[src/rtl/lock_keypad_if.sv]
// Keypad-to-lock-controller bundle: keystroke inputs and the registered
// request/status outputs of lock_keypad.
interface lock_keypad_if #(
  parameter int MAX_FAILS = 3
);
  localparam int FAIL_W = $clog2(MAX_FAILS + 1);

  logic              key_valid;
  logic [3:0]        key_digit;
  logic              key_enter;
  logic              key_close;
  logic              open;
  logic              close;
  logic              locked_out;
  logic [FAIL_W-1:0] fail_count;
  logic [3:0]        entry_count;

  modport master (
    output key_valid, key_digit, key_enter, key_close,
    input  open, close, locked_out, fail_count, entry_count
  );

  modport slave (
    input  key_valid, key_digit, key_enter, key_close,
    output open, close, locked_out, fail_count, entry_count
  );
endinterface

[src/rtl/lock_keypad.sv]
// Keypad front-end: buffers digits, compares against a fixed code, emits
// open/close pulses, and enforces wrong-code lockout and idle-entry timeout.
module lock_keypad #(
  parameter int                    CODE_LEN       = 4,
  parameter logic [4*CODE_LEN-1:0] CODE           = 16'h1234,
  parameter int                    MAX_FAILS      = 3,
  parameter int                    LOCKOUT_CYCLES = 16,
  parameter int                    TIMEOUT_CYCLES = 32
) (
  input  logic          clk,
  input  logic          rst,
  lock_keypad_if.slave  bus
);
  localparam int BW = 4 * CODE_LEN;
  localparam int FW = $clog2(MAX_FAILS + 1);
  localparam int LW = $clog2(LOCKOUT_CYCLES + 1);
  localparam int TW = $clog2(TIMEOUT_CYCLES + 1);

  localparam logic [3:0]    CNT_FULL  = 4'(CODE_LEN);
  localparam logic [FW-1:0] FAIL_MAX  = FW'(MAX_FAILS);
  localparam logic [LW-1:0] LOCK_LAST = LW'(LOCKOUT_CYCLES - 1);
  localparam logic [TW-1:0] IDLE_LAST = TW'(TIMEOUT_CYCLES - 1);

  typedef enum logic [1:0] {IDLE, ENTRY, LOCKOUT} state_t;

  state_t        state_q, state_d;
  logic [BW-1:0] buf_q, buf_d;
  logic [3:0]    cnt_q, cnt_d;
  logic          ovf_q, ovf_d;
  logic          ill_q, ill_d;
  logic [FW-1:0] fail_q, fail_d;
  logic [LW-1:0] lock_q, lock_d;
  logic [TW-1:0] idle_q, idle_d;
  logic          open_q, open_d;
  logic          close_q, close_d;

  logic          match;
  logic [FW-1:0] fail_inc;
  logic [BW+3:0] shifted;

  assign match    = (cnt_q == CNT_FULL) && !ovf_q && !ill_q && (buf_q == CODE);
  assign fail_inc = fail_q + 1'b1;
  assign shifted  = {buf_q, bus.key_digit};

  // NOTE: state registers use non-blocking assignments so every flop samples
  // pre-edge values regardless of statement order.
  always_ff @(posedge clk) begin
    if (rst) begin
      state_q <= IDLE;
      buf_q   <= '0;
      cnt_q   <= '0;
      ovf_q   <= 1'b0;
      ill_q   <= 1'b0;
      fail_q  <= '0;
      lock_q  <= '0;
      idle_q  <= '0;
      open_q  <= 1'b0;
      close_q <= 1'b0;
    end else begin
      state_q <= state_d;
      buf_q   <= buf_d;
      cnt_q   <= cnt_d;
      ovf_q   <= ovf_d;
      ill_q   <= ill_d;
      fail_q  <= fail_d;
      lock_q  <= lock_d;
      idle_q  <= idle_d;
      open_q  <= open_d;
      close_q <= close_d;
    end
  end

  // NOTE: every signal gets a default first so no path leaves one unassigned,
  // which would otherwise infer a latch.
  always_comb begin
    state_d = state_q;
    buf_d   = buf_q;
    cnt_d   = cnt_q;
    ovf_d   = ovf_q;
    ill_d   = ill_q;
    fail_d  = fail_q;
    lock_d  = lock_q;
    idle_d  = idle_q;
    open_d  = 1'b0;
    close_d = 1'b0;

    // Lockout timer runs independently of any key activity, including close.
    if (state_q == LOCKOUT) begin
      if (lock_q == LOCK_LAST) begin
        state_d = IDLE;
        fail_d  = '0;
        lock_d  = '0;
      end else begin
        lock_d = lock_q + 1'b1;
      end
    end

    if (bus.key_close) begin
      close_d = 1'b1;
      buf_d   = '0;
      cnt_d   = '0;
      ovf_d   = 1'b0;
      ill_d   = 1'b0;
      idle_d  = '0;
      if (state_q != LOCKOUT) state_d = IDLE;
    end else if (state_q != LOCKOUT) begin
      if (bus.key_enter) begin
        buf_d  = '0;
        cnt_d  = '0;
        ovf_d  = 1'b0;
        ill_d  = 1'b0;
        idle_d = '0;
        if (match) begin
          open_d  = 1'b1;
          fail_d  = '0;
          state_d = IDLE;
        end else begin
          fail_d = fail_inc;
          if (fail_inc == FAIL_MAX) begin
            state_d = LOCKOUT;
            lock_d  = '0;
          end else begin
            state_d = IDLE;
          end
        end
      end else if (bus.key_valid) begin
        // A full buffer is frozen; extra digits only poison the entry.
        if (cnt_q == CNT_FULL) begin
          ovf_d = 1'b1;
        end else begin
          buf_d = shifted[BW-1:0];
          cnt_d = cnt_q + 1'b1;
        end
        if (bus.key_digit > 4'd9) ill_d = 1'b1;
        idle_d  = '0;
        state_d = ENTRY;
      end else if (state_q == ENTRY) begin
        if (idle_q == IDLE_LAST) begin
          buf_d   = '0;
          cnt_d   = '0;
          ovf_d   = 1'b0;
          ill_d   = 1'b0;
          idle_d  = '0;
          state_d = IDLE;
        end else begin
          idle_d = idle_q + 1'b1;
        end
      end
    end
  end

  always_comb begin
    bus.open        = open_q;
    bus.close       = close_q;
    bus.locked_out  = (state_q == LOCKOUT);
    bus.fail_count  = fail_q;
    bus.entry_count = cnt_q;
  end
endmodule

[src/flat_wrapper.sv]
// flat-port wrapper written by rule: the top's interface ports become plain ports
module lock_keypad_flat 
#(
  parameter int                    CODE_LEN       = 4,
  parameter logic [4*CODE_LEN-1:0] CODE           = 16'h1234,
  parameter int                    MAX_FAILS      = 3,
  parameter int                    LOCKOUT_CYCLES = 16,
  parameter int                    TIMEOUT_CYCLES = 32
)
  (clk, rst, bus_key_valid, bus_key_digit, bus_key_enter, bus_key_close, bus_open, bus_close, bus_locked_out, bus_fail_count, bus_entry_count);
  lock_keypad_if #(.MAX_FAILS(MAX_FAILS)) bus_i ();
  input  logic clk;
  input  logic rst;
  input wire logic [$bits(bus_i.key_valid)-1:0] bus_key_valid;
  input wire logic [$bits(bus_i.key_digit)-1:0] bus_key_digit;
  input wire logic [$bits(bus_i.key_enter)-1:0] bus_key_enter;
  input wire logic [$bits(bus_i.key_close)-1:0] bus_key_close;
  output wire logic [$bits(bus_i.open)-1:0] bus_open;
  output wire logic [$bits(bus_i.close)-1:0] bus_close;
  output wire logic [$bits(bus_i.locked_out)-1:0] bus_locked_out;
  output wire logic [$bits(bus_i.fail_count)-1:0] bus_fail_count;
  output wire logic [$bits(bus_i.entry_count)-1:0] bus_entry_count;
  assign bus_i.key_valid = bus_key_valid;
  assign bus_i.key_digit = bus_key_digit;
  assign bus_i.key_enter = bus_key_enter;
  assign bus_i.key_close = bus_key_close;
  assign bus_open = bus_i.open;
  assign bus_close = bus_i.close;
  assign bus_locked_out = bus_i.locked_out;
  assign bus_fail_count = bus_i.fail_count;
  assign bus_entry_count = bus_i.entry_count;
  lock_keypad #(.CODE_LEN(CODE_LEN), .CODE(CODE), .MAX_FAILS(MAX_FAILS), .LOCKOUT_CYCLES(LOCKOUT_CYCLES), .TIMEOUT_CYCLES(TIMEOUT_CYCLES)) u_core (.clk(clk), .rst(rst), .bus(bus_i));
endmodule
[config.mk]
export PLATFORM = sky130hd
export DESIGN_NAME = lock_keypad_flat
export DESIGN_NICKNAME = d
export VERILOG_FILES = /design/src/rtl/lock_keypad_if.sv /design/src/rtl/lock_keypad.sv /design/src/flat_wrapper.sv
export SDC_FILE = /design/constraint.sdc
export NUM_CORES = 1
export LEC_CHECK = 0
export BUFFER_PORTS_ARGS = -buffer_cell sky130_fd_sc_hd__buf_2
export CORE_MARGIN = 3
export CORE_UTILIZATION = 55
export CTS_CLUSTER_SIZE = 30
export DETAILED_ROUTE_END_ITERATION = 12
export PLACE_DENSITY = 0.75
export RECOVER_POWER = 50
export SYNTH_ARGS = -nofsm -noshare
export SYNTH_HDL_FRONTEND = slang
export SYNTH_SLANG_ARGS = --single-unit
[constraint.sdc]
create_clock -name clk -period 3.1 [get_ports clk]
set_input_delay 0.155 -clock clk [delete_from_list [all_inputs] [get_ports clk]]
set_output_delay 0.155 -clock clk [all_outputs]
set_load 0.05 [all_outputs]
Yosys cells after proc, flatten, opt, wreduce, memory -nomap -nowiden
Index checks and enable logic that the tools add are counted.
{"block": "classes", "n_addsub": 4, "n_reduce_logical": 13, "n_bitwise": 2, "n_lt_le_gt_ge": 1, "n_mux": 48, "eq_ne": 11}
{"operator": "$mux W16", "count": 5}
{"operator": "$mux W5", "count": 7}
{"operator": "$mux W2", "count": 17}
{"operator": "$mux W6", "count": 4}
{"operator": "$mux W4", "count": 5}
{"operator": "$eq A16 B13 Y1 const B", "count": 1}
{"operator": "$reduce_and A4 Y1", "count": 3}
{"operator": "$mux W1", "count": 10}
{"operator": "$add A6 B1 Y6 const B", "count": 1}
{"operator": "$eq A6 B5 Y1 const B", "count": 1}
{"operator": "$ne A3 B1 Y1 const B", "count": 2}
{"operator": "$reduce_bool A3 Y1", "count": 2}
{"operator": "$add A5 B1 Y5 const B", "count": 1}
{"operator": "$eq A5 B4 Y1 const B", "count": 1}
{"operator": "$add A4 B1 Y4 const B", "count": 1}
{"operator": "$eq A2 B2 Y1 const B", "count": 2}
{"operator": "$eq A4 B3 Y1 const B", "count": 1}
{"operator": "$gt A4 B4 Y1 const B", "count": 1}
{"operator": "$reduce_or A4 Y1", "count": 1}
{"operator": "$logic_and A1 B1 Y1", "count": 3}
{"operator": "$ne A3 B3 Y1 const B", "count": 1}
{"operator": "$add A2 B1 Y2 const B", "count": 1}
{"operator": "$eq A2 B1 Y1 const B", "count": 1}
{"operator": "$logic_not A1 Y1", "count": 2}
{"operator": "other kinds (4)", "count": 5}
{"block": "word_totals", "register_bits": 39, "wordCells": 89, "output_inout_bits": 9}

Depth between registers and ports, before layout
Gate-level depths: netlist of the first run.
{"block": "logic_depth", "word_depth": 9, "ltp_mapped": 8}

Worst setup path before layout of the first run
OpenSTA, ideal clock, no wires.
{"block": "synth_path", "path_type": "register to register", "start": "register u_core.cnt_q[0] (netlist: u_core.bus.entry_count[0])", "end": "register u_core.cnt_q[0] (netlist: u_core.bus.entry_count[0])", "setup_slack_ns": 0.880, "period_less_slack_ns": 2.220, "setup_ns": 0.120, "stages_incl_launch_ff": 9, "arrival_ns": 2.100, "n_path_buf": 2, "path_cell_list": "dfxtp_1 -> inv_1 -> ha_1 -> and3b_1 -> and3b_4 -> or3_1 -> buf_6 -> buf_8 -> mux2i_1"}
{"block": "synth_via", "elab_chain_cells": 4}
{"item": "start, declared", "line_no": "lock_keypad.sv:28", "rtl": "logic [3:0] cnt_q, cnt_d;"}
{"item": "start signal, assigned", "line_no": "lock_keypad.sv:62", "rtl": "cnt_q <= cnt_d;"}
{"item": "$add A4 B1 Y4", "line_no": "lock_keypad.sv:132", "rtl": "cnt_d = cnt_q + 1'b1;"}
{"item": "$mux W4", "line_no": "lock_keypad.sv:128", "rtl": "if (cnt_q == CNT_FULL) begin"}
{"item": "$mux W4", "line_no": "lock_keypad.sv:126", "rtl": "end else if (bus.key_valid) begin"}
{"item": "$mux W4", "line_no": "lock_keypad.sv:107", "rtl": "if (bus.key_enter) begin"}
Several ways; a longest one is shown, not always the timed one. The select of a mux whose other input is x is not followed.
A chain may end at the register's enable or synchronous reset.

Worst setup path in the final report of the first run
{"block": "layout_path", "start": "register u_core.state_q[1]", "end": "register u_core.buf_q[7]"}
{"block": "layout_via", "elab_chain_cells": 3}
{"item": "start, declared", "line_no": "lock_keypad.sv:26", "rtl": "state_t state_q, state_d;"}
{"item": "start signal, assigned", "line_no": "lock_keypad.sv:60", "rtl": "state_q <= state_d;"}
{"item": "$eq A2 B1 Y1", "line_no": "lock_keypad.sv:137", "rtl": "end else if (state_q == ENTRY) begin"}
{"item": "$reduce_bool A3 Y1 (no source line)"}
{"item": "$reduce_and A4 Y1 (no source line) *"}
{"item": "end signal, assigned", "line_no": "lock_keypad.sv:61", "rtl": "buf_q <= buf_d;"}
{"item": "end, declared", "line_no": "lock_keypad.sv:27", "rtl": "logic [BW-1:0] buf_q, buf_d;"}
Mark *: on every way between the ends. The rest lies on a longest branch, timed or not.

==> impl_metrics.json, run 1 <==
{
  "dr.pass1.iters": 4,
  "place_congestion": 0.853,
  "ys_ff_latch": 39,
  "num_rows": 20,
  "vdd_drop_max_v": 0.000313,
  "rrSetupSlack_ps": 670,
  "power.density_nw_per_um2": 485,
  "ios": 18,
  "p_sw_w": 0.000221,
  "fin_crit_ps": 2430,
  "worstPathMaxFanout": 18,
  "start_kind": "flop",
  "hp-class": "input pin to flop",
  "required_ps": 3380,
  "first_iter_violations": 107,
  "clock_insertion_delay_worst_skew_ps": 360,
  "endpoint": "u_core.buf_q[7]",
  "wirelength_um": 3700,
  "ys_warn_count": 0,
  "max_clock_freq_ghz": 0.411,
  "synth_nets": 224,
  "fp.dieArea_um2": 4170,
  "syn_area_per_cell_um2": 8.99,
  "fin_nets": 242,
  "maxCapViolations": 0,
  "ys_types": 48,
  "grt_pass1_wl_um": 6390,
  "ant_nets": 0,
  "max_stage_delay_ps": 800,
  "relSlewSlack_pct": 37.3,
  "post_cts.repair.setup_buffers": 0,
  "drc": 0,
  "numCtsBuffers": 5,
  "dr_total_vias": 1571,
  "crit_family": "simple AND/OR/NAND/NOR gates",
  "grt_max_degree": 20,
  "ctsHoldBuffers": 0,
  "die_w_um": 64.6,
  "fin_crit_sh_pct": 78.5,
  "placed_cells": 265,
  "post-route-util_pct": 65.7,
  "p_int_w": 0.000784,
  "combinationalPowerShare_pct": 7.5,
  "timing.final.max_slew_violations": 0,
  "critical_path_class": "flop to flop",
  "setup_ws_ps": 668,
  "drive_gt1_share_pct": 10.0,
  "outcome": "complete, no violations",
  "p_leak_nw": 0.764,
  "diodes": 0,
  "cp_slowest_cell": "or3_1",
  "holdPathStages": 3,
  "clk_pin_slew_ps": 110,
  "reg2reg_to": "u_core.buf_q[7]",
  "hold_viol": 0,
  "core_area_um2": 3150,
  "sw_frac_of_total_pct": 22.0,
  "wl_per_cell_um": 13.6,
  "rr_worst_depth": 5,
  "start_util_pct": 59.9,
  "cts_max_level": 2,
  "final_cells": 273,
  "critical_path_cell_count": 5,
  "cts-root-buf": "clkbuf_4",
  "dieHeight_um": 64.6,
  "antenna_found_initial": 0,
  "rsz0062_at_grt": "false",
  "synth.top_cells.by_area": "dfxtp_1 (41%), mux2i_1 (11%), nand2_1 (8.7%)",
  "synth_area_um2": 1890,
  "crit_path_start": "u_core.state_q[1]",
  "grt-ovfl-total": 0,
  "hpwl_um": 2670,
  "reg2reg_from": "u_core.state_q[1]",
  "cts_tree": "yes",
  "cts_sinks": 39,
  "preCtsSetupSlack_ps": 886,
  "clk_path_buf_depth": 2,
  "cts_resized": 0,
  "setup_violations": 0,
  "grt.total_usage_pct": 19.3,
  "fin_tns_setup_ps": 0,
  "grt_pass1_vias": 1480,
  "synthCells": 210,
  "synth.top_cell.area_share_pct": 41.4,
  "worst_slew_pin_slew_ps": 941,
  "via_per_inst": 5.75,
  "yosys.area.top_type": "dfxtp_1",
  "worstPathBufferInverterCount": 1,
  "yosysSeqAreaShare_pct": 41.4,
  "worstSetupEndpointType": "flop",
  "portBuffers": 17,
  "fin_hold_ws_ps": 29.4,
  "seq_power_share_pct": 50.7,
  "crit_chain": "nand2b_1 -> a21oi_1 -> clkbuf_1 -> or3_1 -> mux2i_1",
  "cp.arrival_ps": 2710,
  "p_clk_share_pct": 41.8,
  "clock_skew_ps": 16.8,
  "area_growth_pct": 9.74
}
==> worst min-delay path: stages <==
cell and delay, ps:
buf_2 90, nand2_1 40, mux2i_1 50
==> kinds of logic after synthesis <==
logic type                 synth area share [%]
AOI/OAI and AO/OA                          11.1
and+or+nand+nor                            27.0
adders and majority gates                  3.31
DFF                                        41.4
xor gates and xnor gates                   2.32
muxes                                      10.6
buffers and inverters                      4.37
==> metal layers <==
metal  track usage, %  vias to the layer above  share of wire (%)
met4             9.23                        0                1.8
met5                0                        -                  0
li1                 -                      781                  -
met1             23.9                      734                 47
met3             3.99                        9                5.4
met2             31.7                       47                 46
==> sequential cells by signal, indices dropped and copies added, names as in the netlist, 2 cells and up <==
name,count
u_core.idle_q,6
u_core.bus.entry_count,4
u_core.state_q,2
u_core.buf_q,16
u_core.bus.fail_count,2
u_core.lock_q,5
==> area by class of cell <==
type	count	area (um^2)
clock buffers	6	41.3
clock inverters	2	60.1
fillers	282	1080
inverters	8	30.0
multi-input cells	155	1020
flip-flops and latches	39	781
well taps	44	55.1
repair buffers	19	83.8
==> cells in the final DEF (no fill, tap or decap), types with 3 or more instances in the layout <==
master	Yosys	final
o21ba_2	3	3
xor2_1	4	4
clkbuf_4	0	5
nor2_1	8	8
a21oi_1	8	8
mux2i_1	20	20
nor4_1	6	6
o211ai_1	5	5
nand4_1	3	3
nand3_1	3	3
ha_1	5	5
or3_1	3	3
o21ai_0	6	6
inv_1	8	8
dfxtp_1	39	39
nand2_1	44	44
buf_2	3	7
clkbuf_1	3	12
==> cell usage after synthesis (all sizes together) <==
cell type	instances
nand2	44
dfxtp	39
mux2i	20
a21oi	9
inv	8
nor2	8
nor4	6
o21ai	6
buf	5
ha	5
o211ai	5
xor2	4
clkbuf	3
nand3	3
nand4	3
nor3b	3
o21ba	3
or3	3
and3	2
and3b	2
nand3b	2
nand4b	2
nor2b	2
nor3	2
nor4b	2
o31ai	2
or2	2
or4	2
a211oi	1
a31oi	1
a32oi	1
and2b	1
and4b	1
nand2b	1
nor4bb	1
o211a	1
o22ai	1
o41ai	1
or3b	1
or4b	1
xnor2	1
==> power groups by stage <==
| stage | Combinational (W) | Sequential [W] | Clock (W) |
|---|---|---|---|
| finish | 0.0000753 | 0.000510 | 0.000420 |
| global route | 0.0000829 | 0.000510 | 0.000438 |
| CTS | 0.0000767 | 0.000509 | 0.000421 |
| detailed placement | 0.0000763 | 0.000521 | 0 |
| global placement | 0.0000743 | 0.000520 | 0 |
| floorplan | 0.0000533 | 0.000528 | 0 |
==> how the worst min path moves through the flow <==
stage,start,endpoint,slack (ps)
after floorplan,bus_key_close,u_core.bus.close,280
after global placement,bus_key_digit[0],u_core.buf_q[0],400
after detailed placement,bus_key_digit[0],u_core.buf_q[0],410
after CTS,bus_key_digit[0],u_core.buf_q[0],30
after global routing,bus_key_digit[2],u_core.buf_q[2],40
final,bus_key_digit[0],u_core.buf_q[0],30
==> per-stage QoR <==
stage          area [um^2]  power, W
6_report              2070   0.00101
5_1_grt               2070   0.00103
4_1_cts               2090   0.00101
3_5_place_dp          1990  0.000597
3_3_place_gp          1990  0.000595
2_1_floorplan         1890  0.000582
Power figures use the tool's default switching activity.
==> run 2: changes to the inputs <==
ABC_AREA = 1   (was not set)
clock period = 2.4 ns   (was 3.1 ns; I/O delays follow)
==> impl_metrics.json, run 2 <==
{
  "yosysSeqAreaShare_pct": 38.8,
  "reg2reg_from": "u_core.state_q[0]",
  "critical_path_class": "flop to flop",
  "ys_top_cells_by_count": "nand2_1 (77), inv_1 (55), dfxtp_1 (39)",
  "vdd_drop_max_v": 0.000345,
  "rsz0062_at_grt": "false",
  "yosys.cell_count.top_type": "nand2_1",
  "cts_resized": 0,
  "fin_crit_ps": 1770,
  "regMostFlops": "u_core.buf_q",
  "synth-edff-count": 0,
  "holdPathStages": 2,
  "wirelength_um": 3780,
  "outcome": "complete, no violations",
  "nFillCells": 355,
  "portBuffers": 17,
  "hold_viol": 0,
  "yosys.area.top_type": "dfxtp_1",
  "clk_path_buf_depth": 2,
  "setup_violations": 0,
  "hp-class": "input pin to flop",
  "max_clock_freq_ghz": 0.566,
  "cp.arrival_ps": 1930,
  "area_growth_pct": 8.20,
  "dpl_cell_area_um2": 2110,
  "cts_tree": "yes",
  "start_util_pct": 58.5,
  "power.density_nw_per_um2": 593,
  "drive_gt1_share_pct": 11.4,
  "place_congestion": 0.747,
  "first_iter_violations": 80,
  "whs_endpoint": "u_core.state_q[1]",
  "antenna_found_initial": 0,
  "cts_sinks": 39,
  "setup_ws_ps": 632,
  "ctsHoldBuffers": 0,
  "core_area_um2": 3440,
  "post-route-util_pct": 63.3,
  "dieHeight_um": 66.5,
  "dr.pass1.iters": 4,
  "postLayoutCellArea_um2": 2180,
  "preCtsSetupSlack_ps": 670,
  "ant_nets": 0,
  "ys_warn_count": 0,
  "synth.top_cell.area_share_pct": 38.8,
  "wl_per_cell_um": 10.7,
  "synth_area_um2": 2010,
  "die_w_um": 66.5,
  "hpwl_um": 2760,
  "worstPathMaxFanout": 21,
  "post_cts.repair.setup_buffers": 0,
  "dr_total_vias": 1681,
  "synthCells": 285,
  "numCtsBuffers": 5,
  "ys_types": 31,
  "largest_reg_flops": 16,
  "fin_tns_setup_ps": 0,
  "fin_crit_sh_pct": 73.7,
  "synth-async-reset-ratio_pct": 0,
  "required_ps": 2570,
  "cts-root-buf": "clkbuf_8",
  "synth_nets": 299,
  "min_from": "rst",
  "reg_top3": "u_core.buf_q (16), u_core.idle_q (6), u_core.lock_q (5)",
  "drc": 0,
  "clock_skew_ps": 5.33,
  "grt.total_usage_pct": 19.9,
  "ys_ff_latch": 39,
  "num_rows": 21,
  "synth-main-ff-cell": "dfxtp_1",
  "relSlewSlack_pct": 58.3,
  "start_kind": "flop",
  "via_per_inst": 4.78,
  "layout_commonest_cell": "nand2_1",
  "worstSetupEndpointType": "flop",
  "maxCapViolations": 0,
  "fp.dieArea_um2": 4420,
  "grt_pass1_wl_um": 6650,
  "cts_max_level": 2,
  "grt_max_degree": 22,
  "rrSetupSlack_ps": 630,
  "final_cell_mix": "nand2_1 (81), inv_1 (55), dfxtp_1 (39)",
  "p_leak_nw": 1.00,
  "syn_area_per_cell_um2": 7.06,
  "synth.top_cells.by_area": "dfxtp_1 (39%), nand2_1 (14%), inv_1 (10%)",
  "reg2reg_to": "u_core.buf_q[2]",
  "diodes": 0,
  "worst_slew_pin_slew_ps": 628,
  "clk_pin_slew_ps": 80,
  "clock_insertion_delay_worst_skew_ps": 290,
  "grt_pass1_vias": 1560,
  "grt-ovfl-total": 0,
  "fin_nets": 319,
  "timing.final.max_slew_violations": 0,
  "ios": 18,
  "rr_worst_depth": 7
}
[run 2: changes by cell type in the layout (fill, tap and decap cells not counted), sizes merged, moves of 12 or more]
cell and delta:
mux2i -20, nand3 +12, nand2 +39, inv +50, a21oi +19, nor2 +22
[run 2: worst max path at each step]
stage / depth (start not counted) / slack, ps / startpoint / endpoint
after floorplan: 8 / 650 / u_core.bus.entry_count[0] / u_core.buf_q[10]
after global placement: 6 / 750 / u_core.idle_q[0] / u_core.buf_q[1]
final: 7 / 630 / u_core.state_q[0] / u_core.buf_q[2]
after CTS: 6 / 650 / u_core.idle_q[0] / u_core.buf_q[2]
after detailed placement: 6 / 670 / u_core.idle_q[0] / u_core.buf_q[2]
after global routing: 7 / 430 / u_core.state_q[0] / u_core.buf_q[2]
[run 2: logic make-up after synthesis]
logic type | count (synthesis) | share of synthesized area [%]
flip-flops | 39 | 38.8
AND/OR/NAND/NOR | 137 | 31.1
XOR/XNOR | 4 | 1.74
buffers and inverters | 62 | 13.1
adder cells (fa/ha/maj) | 5 | 3.11
AO/OA/AOI/OAI | 38 | 12.2
[run 2: layout make-up]
cell class	instances	area, um^2	area share, %
flip-flops and latches	39	781	35.8
repair buffers	17	72.6	3.33
clock buffers	8	100	4.60
multi-input cells	184	950	43.6
well taps	46	57.6	2.64
inverters	58	218	9.99
[run 2: routing by layer]
layer,wire length (um),share of wire (%),up-vias,global-route usage [%]
met2,1890,50,13,34.4
met1,1750,46,751,23.3
met3,78,2.1,7,4.05
li1,-,-,910,-
met5,0,0,-,0
met4,68,1.8,0,9.14
[run 2: metrics by stage]
| stage | total power (W) | hold slack (ps) | std cells |
|---|---|---|---|
| 2_1_floorplan | 0.000800 | 189 | 285 |
| 3_3_place_gp | 0.000825 | 359 | 344 |
| 3_5_place_dp | 0.000828 | 357 | 344 |
| 4_1_cts | 0.00131 | 50.6 | 352 |
| 5_1_grt | 0.00136 | 57.3 | 352 |
| 6_report | 0.00129 | 52.1 | 352 |
[run 2: report_power, final]
part           internal, W  switching (W)
sequential        0.000664      0.0000132
clock             0.000262       0.000221
combinational    0.0000389      0.0000926
total             0.000965       0.000327
[run 2: critical path, stage by stage (launching register included)]
cell      delay, ps
dfxtp_1         390
inv_1            50
nand2_1         170
nand2_1         110
nand2_1         240
nand3b_4        270
nand2_4         300
a21oi_1         110
==> run 3: changes to the inputs <==
CORE_UTILIZATION = 53   (was 55)
clock period = 1.48 ns   (was 2.4 ns; I/O delays follow)
==> impl_metrics.json, run 3 (synthesis gave the netlist of run 2 again) <==
{
  "outcome": "complete, no violations",
  "relSlewSlack_pct": 60.1,
  "cts_sinks": 39,
  "numCtsBuffers": 5,
  "grt_max_degree": 19,
  "diodes": 0,
  "fp.dieArea_um2": 4570,
  "dpl_cell_area_um2": 2200,
  "fin_crit_sh_pct": 97.7,
  "antenna_found_initial": 0,
  "timing.final.max_slew_violations": 0,
  "first_iter_violations": 68,
  "fin_nets": 331,
  "hp-class": "input pin to flop",
  "hpwl_um": 2740,
  "cts_max_level": 2,
  "final_cell_mix": "nand2_1 (75), inv_1 (50), dfxtp_1 (32)",
  "die_w_um": 67.6,
  "worstPathMaxFanout": 8,
  "wirelength_um": 4020,
  "place_congestion": 0.779,
  "start_util_pct": 57.6,
  "cts_tree": "yes",
  "portBuffers": 17,
  "critical_path_class": "flop to flop",
  "hold_viol": 0,
  "cts-root-buf": "clkbuf_8",
  "core_area_um2": 3490,
  "ios": 18,
  "area_growth_pct": 18.4,
  "rsz0062_at_grt": "true",
  "grt_pass1_vias": 1558,
  "cp.arrival_ps": 1620,
  "dr.pass1.iters": 4,
  "fin_tns_setup_ps": 0,
  "grt_pass1_wl_um": 6520,
  "wl_per_cell_um": 11.1,
  "postLayoutCellArea_um2": 2380,
  "vdd_drop_max_v": 0.000609,
  "num_rows": 21,
  "dr_total_vias": 1775,
  "max_clock_freq_ghz": 0.692,
  "regMostFlops": "u_core.buf_q",
  "worst_slew_pin_slew_ps": 601,
  "drive_gt1_share_pct": 24.4,
  "largest_reg_flops": 16,
  "setup_violations": 0,
  "clock_insertion_delay_worst_skew_ps": 290,
  "fin_crit_ps": 1450,
  "layout_commonest_cell": "nand2_1",
  "final_cells": 362,
  "via_per_inst": 4.90,
  "power.density_nw_per_um2": 846,
  "required_ps": 1660,
  "grt-ovfl-total": 0,
  "dieHeight_um": 67.6,
  "clk_pin_slew_ps": 70,
  "drc": 0,
  "maxCapViolations": 0,
  "p_leak_nw": 1.07,
  "ant_nets": 0,
  "clock_skew_ps": 4.56,
  "ctsHoldBuffers": 0,
  "clk_path_buf_depth": 2,
  "worstSetupEndpointType": "flop",
  "reg_top3": "u_core.buf_q (16), u_core.idle_q (6), u_core.lock_q (5)",
  "start_kind": "flop",
  "placed_cells": 354,
  "grt.total_usage_pct": 19.2
}
==> run 3: cell types whose count changed in the layout (fill, tap and decap cells not counted), sizes merged <==
cell    change
buf        +16
clkbuf      -6
==> run 3: metrics by stage <==
step	setup WS [ps]	hold slack, ps	power [W]	utilization [%]
after CTS	-2.53	17.1	0.00201	65.1
after detailed placement	19.7	329	0.00136	62.9
after floorplan	5.90	143	0.00130	-
final	34.1	23.5	0.00202	68.2
after global placement	51.5	326	0.00135	62.9
after global routing	-40.3	21.5	0.00212	68.2
==> run 3: worst paths after layout <==
check	from	end	slack, ps	cells past startpoint
setup / recovery	u_core.bus.entry_count[1]	u_core.buf_q[3]	30	9
hold reg to reg	u_core.lock_q[4]	u_core.lock_q[4]	450	2
hold / removal	rst	u_core.state_q[1]	20	2
setup reg to reg	u_core.bus.entry_count[1]	u_core.buf_q[3]	30	9
==> run 3: layer usage <==
metal  global-route usage [%]  vias up  routed length [um]
met4                     9.37        0                  99
li1                         -      931                   -
met5                        0        -                   0
met2                     32.6       32                1920
met1                     21.5      803                1830
met3                     5.99        9                 178
==> run 3: report_power, final <==
group	internal [W]	total (W)	switching, W	leakage [nW]
registers	0.00108	0.00110	0.0000204	0.320
clock network	0.000314	0.000656	0.000342	0.0371
logic	0.0000931	0.000266	0.000173	0.714
total	0.00148	0.00202	0.000535	1.07
==> run 3: final cells by class <==
type                            count  area, um^2
Multi-Input combinational cell    184        1060
Sequential cell                    39         795
Clock buffer                        6        72.6
Fill cell                         308        1110
Tap cell                           46        57.6
Timing Repair Buffer               29         175
Inverter                           58         220
==> run 3: worst max-delay path, cell delays in order, from the launching register on <==
cell      delay (ps)
dfxtp_4          360
inv_4             60
ha_4             120
nand3_4           90
nor2_4           160
nand3b_4         230
buf_6            150
nand2_1           60
inv_1             60
a21oi_2           30
==> run 3: repair_timing <==
item | 4_1_cts | 5_1_grt
setup endpoints to repair | 11 | 26
pin swaps | 0 | 5
gates cloned | 0 | 1
gates resized for setup | 1 | 28
setup buffers | 0 | 1
endpoints found under the hold margin | 0 | 0
